### src/rtl/quad_enc_pkg.sv
// rtl/quad_enc_pkg.sv - shared AB state encoding, transition decoder and period saturation helper
package quad_enc_pkg;

  // AB state is packed as {B, A}; the up direction is A leading B.
  typedef enum logic [1:0] {
    AB_00 = 2'b00,
    AB_01 = 2'b01,
    AB_11 = 2'b11,
    AB_10 = 2'b10
  } ab_e;

  typedef struct packed {
    logic valid;
    logic up;
    logic down;
    logic illegal;
  } ab_dec_t;

  localparam int FILT_CNT_W = 4;

  function automatic logic [1:0] ab_next(input logic [1:0] s);
    case (s)
      AB_00:   return AB_01;
      AB_01:   return AB_11;
      AB_11:   return AB_10;
      default: return AB_00;
    endcase
  endfunction

  function automatic ab_dec_t ab_decode(input logic [1:0] prev, input logic [1:0] cur);
    ab_dec_t r;
    r.up      = (ab_next(prev) == cur);
    r.down    = (ab_next(cur) == prev);
    r.illegal = ((prev ^ cur) == 2'b11);
    r.valid   = r.up | r.down;
    return r;
  endfunction

  function automatic longint sat_value(input longint max_period, input int per_w);
    longint lim;
    lim = (longint'(1) << (per_w - 1)) - 1;
    return (max_period < lim) ? max_period : lim;
  endfunction

endpackage

### src/rtl/quad_enc_chan.sv
// rtl/quad_enc_chan.sv - one encoder channel: sync, glitch filter, x4 decode, period, index
// Index capture (Z path) is built only when ENC_INDEX_LATCH_EN is defined.
module quad_enc_chan
  import quad_enc_pkg::*;
#(
  parameter int POS_W      = 32,
  parameter int PER_W      = 32,
  parameter int FILT_LEN   = 3,
  parameter int MAX_PERIOD = 20000000
) (
  input  logic             clk,
  input  logic             rst_n,
  input  logic             a_i,
  input  logic             b_i,
  input  logic             z_i,
  input  logic             clr_i,
  output logic [POS_W-1:0] pos_o,
  output logic [PER_W-1:0] per_o,
  output logic             dir_o,
  output logic             err_o,
  output logic             idx_valid_o,
  output logic [POS_W-1:0] idx_pos_o
);

  localparam longint SAT_L = sat_value(longint'(MAX_PERIOD), PER_W);
  localparam logic [PER_W-1:0] SAT = PER_W'(SAT_L);
  localparam int CNT_W = $clog2(MAX_PERIOD + 1);
  localparam logic [CNT_W-1:0] CNT_MAX = CNT_W'(MAX_PERIOD);
  localparam logic [FILT_CNT_W-1:0] RUN_LAST = FILT_CNT_W'(FILT_LEN - 1);

`ifdef ENC_INDEX_LATCH_EN
  localparam int NIN = 3;
  logic [NIN-1:0] raw;
  assign raw = {z_i, b_i, a_i};
`else
  localparam int NIN = 2;
  logic [NIN-1:0] raw;
  logic           unused_z;
  assign raw      = {b_i, a_i};
  assign unused_z = z_i;
`endif

  logic [NIN-1:0]                 sync1_q, sync2_q, filt_q, filt_d;
  logic [NIN-1:0][FILT_CNT_W-1:0] run_q, run_d;

  // Each input bit needs FILT_LEN consecutive differing samples before it is accepted.
  always_comb begin
    filt_d = filt_q;
    run_d  = '0;
    for (int k = 0; k < NIN; k++) begin
      if (sync2_q[k] != filt_q[k]) begin
        if (run_q[k] == RUN_LAST) filt_d[k] = sync2_q[k];
        else                      run_d[k]  = run_q[k] + FILT_CNT_W'(1);
      end
    end
  end

  always_ff @(posedge clk or negedge rst_n) begin
    if (!rst_n) begin
      sync1_q <= '0;
      sync2_q <= '0;
      filt_q  <= '0;
      run_q   <= '0;
    end else begin
      sync1_q <= raw;
      sync2_q <= sync1_q;
      filt_q  <= filt_d;
      run_q   <= run_d;
    end
  end

  logic [1:0]       ab_cur, prev_q, prev_d;
  logic             init_q, init_d, dir_q, dir_d, err_q, err_d, dvld_q, dvld_d;
  logic [POS_W-1:0] pos_q, pos_d;
  logic [PER_W-1:0] per_q, per_d, meas;
  logic [CNT_W-1:0] cnt_q, cnt_d;
  ab_dec_t          dec;

  assign ab_cur = filt_q[1:0];
  assign dec    = ab_decode(prev_q, ab_cur);
  assign meas   = (longint'(cnt_q) > SAT_L) ? SAT : PER_W'(cnt_q);

  // dvld_q marks that a previous count exists whose interval can be measured.
  always_comb begin
    prev_d = ab_cur;
    init_d = init_q;
    pos_d  = pos_q;
    dir_d  = dir_q;
    err_d  = err_q;
    per_d  = per_q;
    dvld_d = dvld_q;
    cnt_d  = (cnt_q == CNT_MAX) ? cnt_q : cnt_q + CNT_W'(1);
    if (cnt_q == CNT_MAX) begin
      per_d  = SAT;
      dvld_d = 1'b0;
    end
    if (!init_q) begin
      init_d = 1'b1;
    end else begin
      if (dec.illegal) err_d = 1'b1;
      if (dec.valid) begin
        pos_d  = dec.up ? pos_q + POS_W'(1) : pos_q - POS_W'(1);
        dir_d  = dec.down;
        per_d  = (dvld_q && (dir_q == dec.down) && (cnt_q != CNT_MAX)) ? meas : SAT;
        dvld_d = 1'b1;
        cnt_d  = CNT_W'(1);
      end
    end
    if (clr_i) begin
      pos_d  = '0;
      err_d  = 1'b0;
      cnt_d  = '0;
      init_d = 1'b0;
      per_d  = SAT;
      dvld_d = 1'b0;
    end
  end

  always_ff @(posedge clk or negedge rst_n) begin
    if (!rst_n) begin
      prev_q <= '0;
      init_q <= 1'b0;
      pos_q  <= '0;
      dir_q  <= 1'b0;
      err_q  <= 1'b0;
      per_q  <= SAT;
      dvld_q <= 1'b0;
      cnt_q  <= '0;
    end else begin
      prev_q <= prev_d;
      init_q <= init_d;
      pos_q  <= pos_d;
      dir_q  <= dir_d;
      err_q  <= err_d;
      per_q  <= per_d;
      dvld_q <= dvld_d;
      cnt_q  <= cnt_d;
    end
  end

  assign pos_o = pos_q;
  assign per_o = per_q;
  assign dir_o = dir_q;
  assign err_o = err_q;

`ifdef ENC_INDEX_LATCH_EN
  logic             zprev_q, idx_valid_q, idx_valid_d;
  logic [POS_W-1:0] idx_pos_q, idx_pos_d;

  always_comb begin
    idx_valid_d = filt_q[2] & ~zprev_q;
    idx_pos_d   = idx_valid_d ? pos_d : idx_pos_q;
  end

  always_ff @(posedge clk or negedge rst_n) begin
    if (!rst_n) begin
      zprev_q     <= 1'b0;
      idx_valid_q <= 1'b0;
      idx_pos_q   <= '0;
    end else begin
      zprev_q     <= filt_q[2];
      idx_valid_q <= idx_valid_d;
      idx_pos_q   <= idx_pos_d;
    end
  end

  assign idx_valid_o = idx_valid_q;
  assign idx_pos_o   = idx_pos_q;
`else
  assign idx_valid_o = 1'b0;
  assign idx_pos_o   = '0;
`endif

endmodule

### src/rtl/quad_encoder_multi.sv
// rtl/quad_encoder_multi.sv - multi-channel quadrature encoder interface, one quad_enc_chan per channel
// Optional index latch per channel is enabled by ENC_INDEX_LATCH_EN.
module quad_encoder_multi #(
  parameter int NUM_CH     = 4,
  parameter int POS_W      = 32,
  parameter int PER_W      = 32,
  parameter int FILT_LEN   = 3,
  parameter int MAX_PERIOD = 20000000
) (
  input  logic                    clk,
  input  logic                    rst_n,
  input  logic [NUM_CH-1:0]       enc_a,
  input  logic [NUM_CH-1:0]       enc_b,
  input  logic [NUM_CH-1:0]       enc_z,
  input  logic [NUM_CH-1:0]       clr,
  output logic [NUM_CH*POS_W-1:0] pos,
  output logic [NUM_CH*PER_W-1:0] per,
  output logic [NUM_CH-1:0]       dir,
  output logic [NUM_CH-1:0]       err,
  output logic [NUM_CH-1:0]       idx_valid,
  output logic [NUM_CH*POS_W-1:0] idx_pos
);

  for (genvar i = 0; i < NUM_CH; i++) begin : g_ch
    quad_enc_chan #(
      .POS_W      (POS_W),
      .PER_W      (PER_W),
      .FILT_LEN   (FILT_LEN),
      .MAX_PERIOD (MAX_PERIOD)
    ) u_chan (
      .clk         (clk),
      .rst_n       (rst_n),
      .a_i         (enc_a[i]),
      .b_i         (enc_b[i]),
      .z_i         (enc_z[i]),
      .clr_i       (clr[i]),
      .pos_o       (pos[i*POS_W +: POS_W]),
      .per_o       (per[i*PER_W +: PER_W]),
      .dir_o       (dir[i]),
      .err_o       (err[i]),
      .idx_valid_o (idx_valid[i]),
      .idx_pos_o   (idx_pos[i*POS_W +: POS_W])
    );
  end

endmodule
### config.mk
export PLATFORM = sky130hd
export DESIGN_NAME = quad_encoder_multi
export DESIGN_NICKNAME = d
export VERILOG_FILES = /design/src/rtl/quad_enc_pkg.sv /design/src/rtl/quad_enc_chan.sv /design/src/rtl/quad_encoder_multi.sv
export SDC_FILE = /design/constraint.sdc
export NUM_CORES = 1
export LEC_CHECK = 0
export CAP_MARGIN = 30
export CORE_UTILIZATION = 52
export CTS_BUF_LIST = sky130_fd_sc_hd__clkbuf_8
export CTS_CLUSTER_DIAMETER = 50
export CTS_CLUSTER_SIZE = 25
export DETAILED_ROUTE_END_ITERATION = 8
export GPL_TIMING_DRIVEN = 0
export PLACE_DENSITY_LB_ADDON = 0.2
export SYNTH_ARGS = -nofsm -noshare
export SYNTH_HDL_FRONTEND = slang
export SYNTH_SLANG_ARGS = --single-unit
### constraint.sdc
create_clock -name clk -period 4.3 [get_ports clk]
set_input_delay 0.86 -clock clk [delete_from_list [all_inputs] [get_ports clk]]
set_output_delay 0.86 -clock clk [all_outputs]
set_load 0.02 [all_outputs]
==> metrics.md <==
| Metric | Value |
|---|---|
| Outcome | finished clean |
| Max-slew violations | 0 |
| PD cells | 816 mW/mm² |
| Clk_lat worst skew | 670 ps |
| Clock Pin Slew Worst Setup and Hold Paths | 110 ps |
| Final hold vios | 0 |
| Crit-path cells | clkbuf_1 -> xor2_1 -> nor2_2 -> clkinvlp_4 -> buf_4 -> ha_1 -> and4_1 -> a221oi_2 -> nand2_1 -> a2111oi_2 -> o31a_1 -> nor2_1 -> a41o_1 -> xor2_1 -> a22o_1 |
| Crit-path max cell delay | 410 ps |
| Vias in the first global route | 20400 |
| Gr busiest metal | met2 |
| Worst Path Buf+Inv | 3 |
| Post-synth top area share | 0.396 |
| Initial antenna violation count | 3 |
| Mapped Avg Cell Area | 9.29 µm² |
| Count leader, synth | dfrtp_1 |
| Slew HR | 0.498 |
| Slowest-stage cell, CP | a2111oi_2 |
| Hold Crit Class | input pin to async pin |
| Max cap viols | 0 |
| Synth warn | 0 |
| Setup TNS | 0 ps |
| P_leak | ~14 nW |
| Port bufs | between 200 and 300 |
| Met3 usage | 0.0526 |
| Die W | 224 µm |
| Global routing usage on met1 | 0.334 |
| Layout Utilization | 0.644 |
| Met2 usage | 0.411 |
| Hold_buf cts | 0 |
| Synth Cell Area | 0.0256 mm² |
| CTS max path bufs | 3 |
| Detailed Route WL | ~65000 µm |
| DR pass1 iterations | 5 |
| Syn-to-layout area delta | 21.3% |
| Via/cell ratio | 5.51 |
| Root Driver | clkbuf_8 |
| Initial DRC Count | roughly 1200 |
| Top post-synthesis cells by count | dfrtp_1 (404), nand2_1 (323), nor2_1 (297) |
| WL per Instance | about 16 µm |
| Post-Syn Instances | 2751 |
| Placer Congestion | 0.953 |
| Most Frequent Cell on Critical Path | xor2_1 |
| Layout cell share with drive strength beyond 1 | 0.101 |
| Seq cells post-synth | 436 |
| Slew of the pin with the lowest slew margin | between 700 and 800 ps |
| Crit-path max FO | 9 |
| Final Critical Period | 4070 ps |
| Setup violations, final | 0 |
| DRT antenna net count | 0 |
| Worst Setup Start Kind | register |
| Ys async rst share | 1.00 |
| Clk sinks | 436 |
| Initial core utilization | 0.531 |
| First-pass GRT wire length | approximately 100000 µm |
| Die ar. | 0.0500 mm² |
| Detailed-route via count | 21600 |
| Row cnt | 80 |
| Fin nets | 3414 |
| Required @ worst endpoint | 4860 ps |
| Seq/Total Area, Yosys | 0.428 |
| Critical path capture point type | register |
| Die height | ~220 µm |
| Fillers | roughly 4000 |
| Power Total | around 25 mW |
| Register Area | 0.0110 mm² |
| EDFF count, synth | 0 |
| Core Region | 0.0481 mm² |
| Synth area leader | dfrtp_1 |
| Top cells by area, synth | dfrtp_1 (40%), ha_1 (8.4%), nand2_1 (4.7%) |
| Pin count of the biggest net entering global routing | 125 |
| VDD IR max | roughly 0.68 mV |
| I/O pin total | 414 |
| Distinct cells, synth | 82 |
| Crit share post-route | 0.946 |
| Largest delay contributor family on the critical path | compound AO/OA/AOI/OAI gates |
| Post-synth top flop | dfrtp_1 |
| Crit path arrival time | 4630 ps |
| Overall routing resource usage | 0.252 |
| CTS buffer count | 46 |
| Area of the multi-input gates | 0.0135 mm² |
| Post-route clock skew | between 30 and 40 ps |
| Gr ovfl total | 0 |
| DRC viols | 0 |
| Setup CP Type | register to register |
| CTS tree | built |
| H-tree depth | 2 |
| Maximum clock frequency | 246 MHz |
| Dpl hpwl | 47500 µm |
==> where the power goes <==
part	leakage, nW	internal (mW)	switching (mW)	total (mW)
Sequential	5.80	4.72	0.579	5.30
Combinational	8.05	6.82	10.1	16.9
Clock	0.546	1.28	1.84	3.13
==> layout make-up <==
class | instances | share of cell area
Buffer | 252 | 0.0479
Inverter | 47 | 0.00593
Antenna cell | 1 | 0.0000807
Sequential cell | 436 | 0.353
Tap cell | 656 | 0.0265
Clock inverter | 34 | 0.0125
Clock buffer | 52 | 0.0231
Multi-Input combinational cell | 2148 | 0.435
Timing Repair Buffer | 289 | 0.0957
==> final timing paths <==
kind / from / slack, ps / endpoint / cells after the start
min in group clk: g_ch[3].u_chan.sync1_q[0] / 340 / g_ch[3].u_chan.sync2_q[0] / 0
worst min-delay path: rst_n / 180 / g_ch[0].u_chan.per_o[7] / 1
worst max-delay path: g_ch[0].u_chan.ab_cur[1] / 230 / g_ch[0].u_chan.pos_o[24] / 15
max in group asynchronous: rst_n / 2430 / g_ch[2].u_chan.per_o[5] / 3
worst min register to register: g_ch[3].u_chan.sync1_q[0] / 340 / g_ch[3].u_chan.sync2_q[0] / 0
worst max register to register: g_ch[0].u_chan.ab_cur[1] / 230 / g_ch[0].u_chan.pos_o[24] / 15
==> flip-flops by register name, indices dropped and copies added (netlist names) <==
name                 count
g_ch.u_chan.cnt_q      100
g_ch.u_chan.per_o      128
g_ch.u_chan.sync2_q      8
g_ch.u_chan.err_o        4
g_ch.u_chan.pos_o      128
g_ch.u_chan.run_q       32
g_ch.u_chan.dvld_q       4
g_ch.u_chan.ab_cur       8
g_ch.u_chan.sync1_q      8
g_ch.u_chan.prev_q       8
g_ch.u_chan.dir_o        4
g_ch.u_chan.init_q       4
==> metrics by stage <==
stage / cells / instance area (µm²) / setup WS [ps] / hold WS (ps)
after floorplan: 2882 / 26100 / 368 / 331
after CTS: 3906 / 30900 / 87.4 / 173
after global placement: 3815 / 29600 / -16510 / 334
after detailed placement: 3820 / 29800 / -95.9 / 336
final: 3915 / 31000 / 234 / 178
after global routing: 3915 / 31000 / -46.8 / 203
==> metal layers <==
layer / routed length [µm] / vias up
li1: - / 10300
met1: 28300 / 10500
met2: 30400 / 616
met3: 4110 / 107
met4: 1720 / 4
met5: 19 / -
==> cell families (layout without fill, tap and decap cells) <==
group,after synthesis,after routing,share of synthesized area
buffers and inverters,299,674,0.0650
adders and majority gates,176,176,0.0873
xor gates and xnor gates,235,235,0.0805
DFF,436,436,0.428
muxes,16,16,0.00680
AOI/OAI and AO/OA,648,648,0.164
other,1,133,0.000147
and+or+nand+nor,940,941,0.168
==> layout by cell type (no fill, tap or decap), types with 80 or more instances in the layout <==
cell	instances
buf_4	147
nand2_1	321
xnor2_1	126
nor2_1	296
xor2_1	107
ha_1	172
dfrtp_1	404
clkbuf_1	97
a21oi_1	232
clkdlybuf4s50_1	276
nand3_1	81
o21ai_0	80
conb_1	132
==> what timing repair did <==
action | 4_1_cts | 5_1_grt
gates cloned | 0 | 1
pin swaps | 0 | 1
buffers inserted | 0 | 7
setup endpoints to repair | 2 | 17
resized for setup | 2 | 7
Power figures use the tool's default switching activity.
